--- src/rtl/booth_mult_seq.sv ---
// booth_mult_seq: sequential radix-2 Booth signed multiplier, one iteration per clock.
module booth_mult_seq #(
   parameter int N = 8
) (
   input  logic           clk,
   input  logic           rst_n,
   input  logic           start,
   input  logic [N-1:0]   multiplicand,
   input  logic [N-1:0]   multiplier,
   output logic [2*N-1:0] product,
   output logic           busy,
   output logic           done
);
   localparam int CW = $clog2(N) + 1;
   typedef enum logic [1:0] {IDLE, CALC, DONE} state_t;
   state_t         state;
   logic [N:0]     a, m, sum, a_nxt;
   logic [N-1:0]   q, q_nxt;
   logic           q_1, armed;
   logic [CW-1:0]  cnt;
   // N+1-bit A keeps -M representable when M is the most negative operand
   always_comb begin
      sum   = ({q[0], q_1} == 2'b01) ? a + m : ({q[0], q_1} == 2'b10) ? a - m : a;
      a_nxt = {sum[N], sum[N:1]};
      q_nxt = {sum[0], q[N-1:1]};
   end
   always_ff @(posedge clk or negedge rst_n) begin
      if (!rst_n) begin
         state   <= IDLE;
         a       <= '0;
         q       <= '0;
         q_1     <= 1'b0;
         m       <= '0;
         cnt     <= '0;
         product <= '0;
         busy    <= 1'b0;
         done    <= 1'b0;
         armed   <= 1'b0;
      end else begin
         armed <= 1'b1;
         case (state)
            IDLE: if (start && armed) begin
               m     <= {multiplicand[N-1], multiplicand};
               q     <= multiplier;
               a     <= '0;
               q_1   <= 1'b0;
               cnt   <= CW'(N);
               busy  <= 1'b1;
               state <= CALC;
            end
            CALC: begin
               a   <= a_nxt;
               q   <= q_nxt;
               q_1 <= q[0];
               cnt <= cnt - CW'(1);
               if (cnt == CW'(1)) begin
                  product <= {a_nxt[N-1:0], q_nxt};
                  busy    <= 1'b0;
                  done    <= 1'b1;
                  state   <= DONE;
               end
            end
            DONE: begin
               done  <= 1'b0;
               state <= IDLE;
            end
            default: state <= IDLE;
         endcase
      end
   end
endmodule
--- config.mk ---
export PLATFORM = sky130hd
export DESIGN_NAME = booth_mult_seq
export DESIGN_NICKNAME = d
export VERILOG_FILES = /design/src/rtl/booth_mult_seq.sv
export SDC_FILE = /design/constraint.sdc
export NUM_CORES = 1
export LEC_CHECK = 0
export ABC_AREA = 0
export BUFFER_PORTS_ARGS = -buffer_cell sky130_fd_sc_hd__buf_2
export CAP_MARGIN = 20
export CORE_MARGIN = 2
export CORE_UTILIZATION = 50
export DETAILED_ROUTE_END_ITERATION = 16
export PLACE_DENSITY = 0.74
export SYNTH_ARGS = -nofsm -noshare
export SYNTH_HDL_FRONTEND = slang
export SYNTH_SLANG_ARGS = --single-unit
--- constraint.sdc ---
create_clock -name clk -period 5.6 [get_ports clk]
set_clock_uncertainty 0.1 [all_clocks]
set_input_delay 0.28 -clock clk [delete_from_list [all_inputs] [get_ports clk]]
set_output_delay 0.28 -clock clk [all_outputs]
set_load 0.03 [all_outputs]
==> results.json, run 1 <==
{
  "syn_area_sq_um": 2790,
  "die_area_sq_um": 6190,
  "finalCritPeriodShare_pct": 53.8,
  "p_total_uw": 2130,
  "max_cap_violations": 0,
  "synth.area.top_cells": "dfrtp_1 45%, nand2_1 9.0%, ha_1 8.5%",
  "dp_slack_ps": 2600,
  "setup_viol": 0,
  "synth_top_area_share_pct": 44.9,
  "drc_errors": 0,
  "synth_top_family_by_area": "simple AND/OR/NAND/NOR gates",
  "htreeDepth": 2,
  "hpwlAfterDp_mm": 4.49,
  "r2r-start": "state[0]",
  "status": "complete, no violations",
  "drt_iter0_markers": 130,
  "synth_compound_area_share_pct": 18.1,
  "synth_nets": 348,
  "tightest_slew_ps": 1040,
  "gp_congestion": 0.872,
  "dp.cells": 402,
  "synth_most_common_cell": "nand2_1",
  "ir_drop_uv": 354,
  "clock-sinks": 50,
  "fin_setup_tns_ps": 0,
  "nNetsFinal": 378,
  "antenna_left": 0,
  "crit_type": "register to register",
  "globalRouteTotalUtil_pct": 21.5,
  "dr.pass1.iters": 4,
  "vias": 2259,
  "hold_viol": 0,
  "clk_pin_slew_ps": 100,
  "ys_seq_area_share_pct": 44.9,
  "power_density_nw_per_um2": 684,
  "worst-path-max-fanout": 21,
  "fin_cells": 411,
  "wire_per_inst_microns": 14.8,
  "fin_crit_ps": 3010,
  "rsz0062_at_grt": "no",
  "start_util_pct": 51.2,
  "yosys.area_share.simple_pct": 19.4,
  "min-delay-start": "multiplicand[0]",
  "slowest_stage": "nor2b_1",
  "synth_flop_cell": "dfrtp_1",
  "clk_path_buf_depth": 2,
  "yosys-top-cells-count": "67 x nand2_1, 50 x dfrtp_1, 31 x o21ai_0",
  "diodes": 0,
  "p_leak_uw": 0.00150,
  "grtUsageMet1_pct": 29.7,
  "synth-seq-cells": 50,
  "max_slew_margin_pct": 30.4,
  "synth_area_leader_cell": "dfrtp_1",
  "cp_cell_sequence": "nor2b_1 > nand2_1 > inv_1 > mux2_2",
  "met2_usage_pct": 36.4,
  "core_area_sq_um": 5440,
  "rrSetupSlack_ps": 2590,
  "cts-resized-gates": 0,
  "antenna_found_initial": 0,
  "grt_max_degree": 36,
  "fin_util_pct": 57.1,
  "synth-async-reset-ratio_pct": 100,
  "area_growth_pct": 11.5,
  "critPathCaptureType": "register",
  "synth_cells": 308,
  "cts.root.buffer_cell": "clkbuf_8",
  "insertion_delay_ps": 300,
  "grt_pass1_vias": 2205,
  "worstSetupStartpoint": "state[0]",
  "synth_fa_ha_area_share_pct": 9.97,
  "pin_count": 37,
  "yosysWarnings": 0,
  "die_w_microns": 78.7,
  "cp.arrival_ps": 3110,
  "cpPeakStageDelay_ps": 840,
  "port_buffers": 36,
  "setup_ws_ps": 2590,
  "placementRows": 27,
  "via_per_inst": 5.50,
  "worstPathRequired_ps": 5700,
  "grt_pass1_wl_mm": 10.6,
  "cp-start-kind": "register",
  "post_synth_num_cell_types": 53,
  "synth_xor_xnor_area_share_pct": 1.26,
  "met3_usage_pct": 3.45,
  "fmax_mhz": 332,
  "gr-total-overflow": 0,
  "finalWirelength_mm": 6.09,
  "drive_above_1_share_pct": 15.3,
  "yosys-mux-area-fraction_pct": 0.763,
  "dieHeight_microns": 78.7,
  "avgSynthCellArea_sq_um": 9.05,
  "synth_edf_count": 0,
  "slew_violations": 0,
  "min_path_type": "input port to register",
  "cts_tree": "built",
  "numCtsBuffers": 5,
  "grt_busiest_layer": "met2"
}
[stage by stage]
| stage | hold slack (ps) | area (sq um) |
|---|---|---|
| final | 68.0 | 3110 |
| after global routing | 89.6 | 3110 |
| after CTS | 59.0 | 3110 |
| after detailed placement | 141 | 2990 |
| after global placement | 362 | 2970 |
| after floorplan | -116 | 2790 |
[final cells by class]
class	instances	area [sq um]
Clock buffer	6	72.6
Sequential cell	50	1250
Tap cell	72	90.1
Inverter	16	60.1
Timing Repair Buffer	38	210
Multi-Input combinational cell	227	1390
Fill cell	501	2330
Clock inverter	2	37.5
[final timing paths]
| path | end | depth (start not counted) |
|---|---|---|
| min reg2reg | product[5] | 2 |
| min in group asynchronous | m[6] | 2 |
| min | m[0] | 3 |
| max in group asynchronous | product[5] | 3 |
| max | product[13] | 4 |
| max reg2reg | product[13] | 4 |
[critical path, delay by kind of cell, from the launching register on]
kind	cells	cell delay [ps]
buffers and inverters	1	500
flip-flops	1	420
multiplexers	1	380
AND/OR/NAND/NOR	2	1510
[per-layer routing]
layer	vias up	part of all wire (%)
met1	1086	45
li1	1114	-
met5	-	0
met3	2	4.5
met4	0	0.30
met2	57	50
[flip-flops by register name, summed over array words and instances (netlist names)]
register  cells
cnt           4
product      16
a             8
q_1           1
done          1
q             8
state         2
armed         1
busy          1
m             8
[cells by family (layout without fill, tap and decap cells)]
logic type                 count (synthesis)  count (layout)
buffers and inverters                     31              62
other                                      1               1
DFF                                       50              50
xor gates and xnor gates                   4               4
and+or+nand+nor                          120             120
AOI/OAI and AO/OA                         79              79
adders and majority gates                 21              21
muxes                                      2               2
[cells in the final DEF, fill, tap and decap left out, types with 2 or more instances in the layout]
master / instances
o21ai_0: 31
nor3_1: 4
inv_1: 16
dfrtp_1: 50
nand2_1: 67
a31oi_1: 5
nor2b_1: 5
nor2_1: 20
buf_2: 36
clkbuf_8: 5
a22oi_1: 10
o22ai_1: 2
xnor2_1: 4
a21oi_1: 11
a211oi_1: 3
nor4_1: 2
fa_1: 2
ha_1: 19
nand3_1: 9
nand2b_1: 4
o31ai_1: 2
[power breakdown]
| group | internal (uW) | switching (uW) | leakage (uW) |
|---|---|---|---|
| Combinational | 452 | 739 | 0.000834 |
| Sequential | 529 | 148 | 0.000612 |
| Clock | 134 | 124 | 0.0000514 |
| Total | 1110 | 1010 | 0.00150 |
[timing repair]
item / 4_1_cts / 5_1_grt
hold endpoints to repair: 15 / 0
buffers inserted: 0 / 0
endpoints found under the setup margin: 0 / 0
hold buffers: 1 / 0
Note: power is estimated with default switching activity, not from simulation.
==> inputs of run 2 (changes only) <==
==> constraint.sdc (replaced) <==
create_clock -name clk -period 2.8 [get_ports clk]
set_clock_uncertainty 0.1 [all_clocks]
set_input_delay 0.14 -clock clk [delete_from_list [all_inputs] [get_ports clk]]
set_output_delay 0.14 -clock clk [all_outputs]
set_load 0.03 [all_outputs]
==> results.json, run 2 (synthesized netlist as in run 1, its figures left out) <==
{
  "status": "complete, no violations",
  "dp_slack_ps": 340,
  "gp_congestion": 0.916,
  "tightest_slew_ps": 694,
  "clk_path_buf_depth": 2,
  "numCtsBuffers": 5,
  "rsz0062_at_grt": "no",
  "placementRows": 27,
  "diodes": 0,
  "finalWirelength_mm": 6.27,
  "nFillCells": 478,
  "dieHeight_microns": 78.7,
  "cp.arrival_ps": 2610,
  "fin_crit_ps": 2490,
  "gr-total-overflow": 0,
  "hold_viol": 0,
  "grt_max_degree": 36,
  "clock-sinks": 50,
  "post_cts_buffers": 0,
  "max_cap_violations": 0,
  "largest_reg_flops": 16,
  "dr.pass1.iters": 4,
  "path_buf_inv": 2,
  "fin_setup_tns_ps": 0,
  "cp_cell_sequence": "inv_1 > ha_1 > inv_1 > fa_1 > a21oi_1 > o21ai_0 > a211oi_1 > a31oi_1 > o31a_1 > a31oi_1",
  "drt_iter0_markers": 143,
  "finalCritPeriodShare_pct": 88.9,
  "area_growth_pct": 16.7,
  "clk_pin_slew_ps": 100,
  "ir_drop_uv": 627,
  "cp_top_family": "compound AO/OA/AOI/OAI gates",
  "p_leak_uw": 0.00157,
  "insertion_delay_ps": 300,
  "final_common_cell": "nand2_1",
  "htreeDepth": 2,
  "hpwlAfterDp_mm": 4.45,
  "worst-path-max-fanout": 4,
  "die_area_sq_um": 6190,
  "core_area_sq_um": 5440,
  "nNetsFinal": 397,
  "antenna_found_initial": 0,
  "crit_type": "register to register",
  "slowest_stage": "dfrtp_1",
  "setup_ws_ps": 312,
  "start_util_pct": 51.2,
  "port_buffers": 36,
  "antenna_left": 0,
  "die_w_microns": 78.7,
  "p_total_uw": 4200,
  "grt_pass1_wl_mm": 11.0,
  "drive_above_1_share_pct": 15.4,
  "cts.root.buffer_cell": "clkbuf_8",
  "power_density_nw_per_um2": 1290,
  "drc_errors": 0,
  "cpPeakStageDelay_ps": 420,
  "pin_count": 37,
  "whs_ps": 175,
  "setup_viol": 0,
  "globalRouteTotalUtil_pct": 22.5,
  "cts_tree": "built",
  "grt_pass1_vias": 2369,
  "vias": 2295,
  "slew_violations": 0,
  "min_path_type": "input port to asynchronous set/reset pin",
  "worstPathRequired_ps": 2920,
  "largest-register": "product",
  "critPathCaptureType": "register",
  "max_slew_margin_pct": 53.5,
  "cp-start-kind": "register",
  "fmax_mhz": 402,
  "final_cell_mix": "67 x nand2_1, 50 x dfrtp_1, 36 x buf_2, 31 x o21ai_0, 20 x nor2_1",
  "via_per_inst": 5.35,
  "wire_per_inst_microns": 14.6
}
## run 2: path summary, 6_finish.rpt
kind                             from     endpoint  slack (ps)  depth (start not counted)
min in group clk                start         q[6]         370                          5
setup / recovery                 a[0]  product[15]         310                         10
setup reg to reg                 a[0]  product[15]         310                         10
hold / removal                  rst_n       cnt[3]         180                          2
hold reg to reg            product[4]   product[4]         380                          2
max in group asynchronous       rst_n         a[7]        1650                          3
## run 2: layout make-up
type	count	area, sq um	area share [%]
clock inverter	2	17.5	0.538
sequential	50	1250	38.5
clock buffer	5	68.8	2.12
inverter	16	60.1	1.85
multi-input combinational	227	1390	42.6
timing repair buffer	57	380	11.7
tap	72	90.1	2.77
## run 2: metrics by stage
step | instances | area, sq um | util (%)
after detailed placement | 405 | 3000 | 55.1
after CTS | 429 | 3250 | 59.8
after floorplan | 308 | 2790 | -
after global placement | 405 | 3000 | 55.1
after global routing | 429 | 3250 | 59.8
final | 429 | 3250 | 59.8
## run 2: report_power, final
group          switching (uW)  internal [uW]  leakage (uW)
Sequential                281           1060      0.000612
Combinational            1490            937      0.000910
Clock                     258            178     0.0000450
Total                    2030           2170       0.00157
## run 2: timing repair
action	in CTS	in global routing
endpoints found under the hold margin	31	0
hold buffers	17	0
resized for setup	0	0
## run 2: metal layers
layer / global-route usage [%] / share of wire, % / vias up
met3: 3.33 / 3.7 / 9
met1: 30.4 / 47 / 1092
li1: - / - / 1148
met5: 0 / 0 / -
met4: 5.79 / 1.3 / 0
met2: 37.9 / 48 / 46
## run 2: worst reg2reg max path, stage by stage, from the launching register on
cell and delay (ps):
dfrtp_1 420, inv_1 90, ha_1 140, inv_1 50
fa_1 410, a21oi_1 190, o21ai_0 120, a211oi_1 400
a31oi_1 150, o31a_1 140, a31oi_1 190
==> inputs of run 3 (changes only) <==
--- a/config.mk
+++ b/config.mk
@@ -12,6 +12,7 @@
 export CORE_UTILIZATION = 50
 export DETAILED_ROUTE_END_ITERATION = 16
 export PLACE_DENSITY = 0.74
+export SETUP_SLACK_MARGIN = 0.4
 export SYNTH_ARGS = -nofsm -noshare
 export SYNTH_HDL_FRONTEND = slang
 export SYNTH_SLANG_ARGS = --single-unit
==> results.json, run 3 (synthesized netlist as in run 1, its figures left out) <==
{
  "clock-sinks": 50,
  "rrSetupSlack_ps": 510,
  "worst-path-max-fanout": 4,
  "nNetsFinal": 399,
  "finalCritPeriodShare_pct": 81.8,
  "grt_pass1_vias": 2357,
  "max_cap_violations": 0,
  "htreeDepth": 2,
  "drt_iter0_markers": 196,
  "final_common_cell": "nand2_1",
  "p_leak_uw": 0.00159,
  "placementRows": 27,
  "cts_tree": "built",
  "dieHeight_microns": 78.7,
  "nFillCells": 467,
  "slew_violations": 0,
  "drc_errors": 0,
  "clk_pin_slew_ps": 100,
  "placed_area_sq_um": 3000,
  "gr-total-overflow": 0,
  "finalWirelength_mm": 6.33,
  "hpwlAfterDp_mm": 4.45,
  "via_per_inst": 5.35,
  "largest-register": "product",
  "grt_pass1_wl_mm": 11.0,
  "port_buffers": 36,
  "tightest_slew_ps": 677,
  "p_total_uw": 4390,
  "ir_drop_uv": 642,
  "vias": 2306,
  "hold_viol": 0,
  "cp.arrival_ps": 2410,
  "core_area_sq_um": 5440,
  "crit_type": "register to register",
  "globalRouteTotalUtil_pct": 22.4,
  "grt_max_degree": 36,
  "insertion_delay_ps": 310,
  "cp-start-kind": "register",
  "numCtsBuffers": 5,
  "setup_viol": 0,
  "wire_per_inst_microns": 14.7,
  "gp_congestion": 0.916,
  "r2r-start": "a[0]",
  "die_area_sq_um": 6190,
  "min_path_type": "input port to asynchronous set/reset pin",
  "clk_path_buf_depth": 2,
  "largest_reg_flops": 16,
  "worstSetupStartpoint": "a[0]",
  "drive_above_1_share_pct": 18.9,
  "area_growth_pct": 19.4,
  "antenna_found_initial": 0,
  "dr.pass1.iters": 4,
  "antenna_left": 0,
  "critPathCaptureType": "register",
  "status": "complete, no violations",
  "seqCellArea_sq_um": 1250,
  "power_density_nw_per_um2": 1320,
  "fmax_mhz": 436,
  "start_util_pct": 51.2,
  "final_cell_mix": "67 x nand2_1, 50 x dfrtp_1, 36 x buf_2, 30 x o21ai_0, 19 x nor2_1",
  "worstPathRequired_ps": 2920,
  "die_w_microns": 78.7,
  "fin_setup_tns_ps": 0,
  "pin_count": 37,
  "fin_crit_ps": 2290,
  "multi_input_area_sq_um": 1450,
  "max_slew_margin_pct": 54.7,
  "rsz0062_at_grt": "yes",
  "final_cell_area_sq_um": 3330,
  "cts.root.buffer_cell": "clkbuf_8",
  "diodes": 0
}
## run 3: cell types whose count changed in the layout (fill, tap and decap cells not counted), sizes merged
cell / change
buf: +2
## run 3: final cells by class
class / count / area share, %
multi-input combinational: 227 / 43.4
sequential: 50 / 37.6
timing repair buffer: 59 / 11.9
tap: 72 / 2.71
clock buffer: 5 / 2.07
inverter: 16 / 1.80
clock inverter: 2 / 0.526
## run 3: repair_timing
action	CTS	global route
setup endpoints to repair	4	8
hold buffers	17	0
endpoints found under the hold margin	31	0
pin swaps	1	7
buffers inserted	0	2
gates resized for setup	1	15
## run 3: layer usage
layer | vias to the layer above | global-route usage [%] | part of all wire (%)
met2 | 36 | 37.9 | 48
met1 | 1108 | 30.3 | 47
met5 | - | 0 | 0
met3 | 8 | 3.33 | 3.1
li1 | 1154 | - | -
met4 | 0 | 5.79 | 1.3
## run 3: worst max-delay path, stage by stage (launching register included)
cell and delay (ps):
dfrtp_1 420, inv_2 80, ha_1 140, inv_1 50, fa_2 400, a21oi_4 180
o21ai_2 80, a211oi_2 300, a31oi_1 130, o31a_1 140, a31oi_1 200
## run 3: path summary, 6_finish.rpt
check,depth (start not counted),to
max in group asynchronous,3,product[11]
min in group clk,5,q[6]
setup reg to reg,10,product[15]
hold / removal,2,product[10]
hold reg to reg,2,product[4]
setup / recovery,10,product[15]
## run 3: power by group
group          switching (uW)  internal, uW  leakage (uW)
Clock                     259           178     0.0000450
Combinational            1580          1030      0.000930
Sequential                285          1060      0.000612
Total                    2120          2260       0.00159
## run 3: stage by stage
stage	hold WS [ps]	util [%]	instances	setup WS [ps]
3_3_place_gp	-21.9	55.1	405	450
5_1_grt	215	61.2	431	384
4_1_cts	193	59.9	429	427
3_5_place_dp	-18.9	55.1	405	340
6_report	175	61.2	431	509
2_1_floorplan	-256	-	308	625
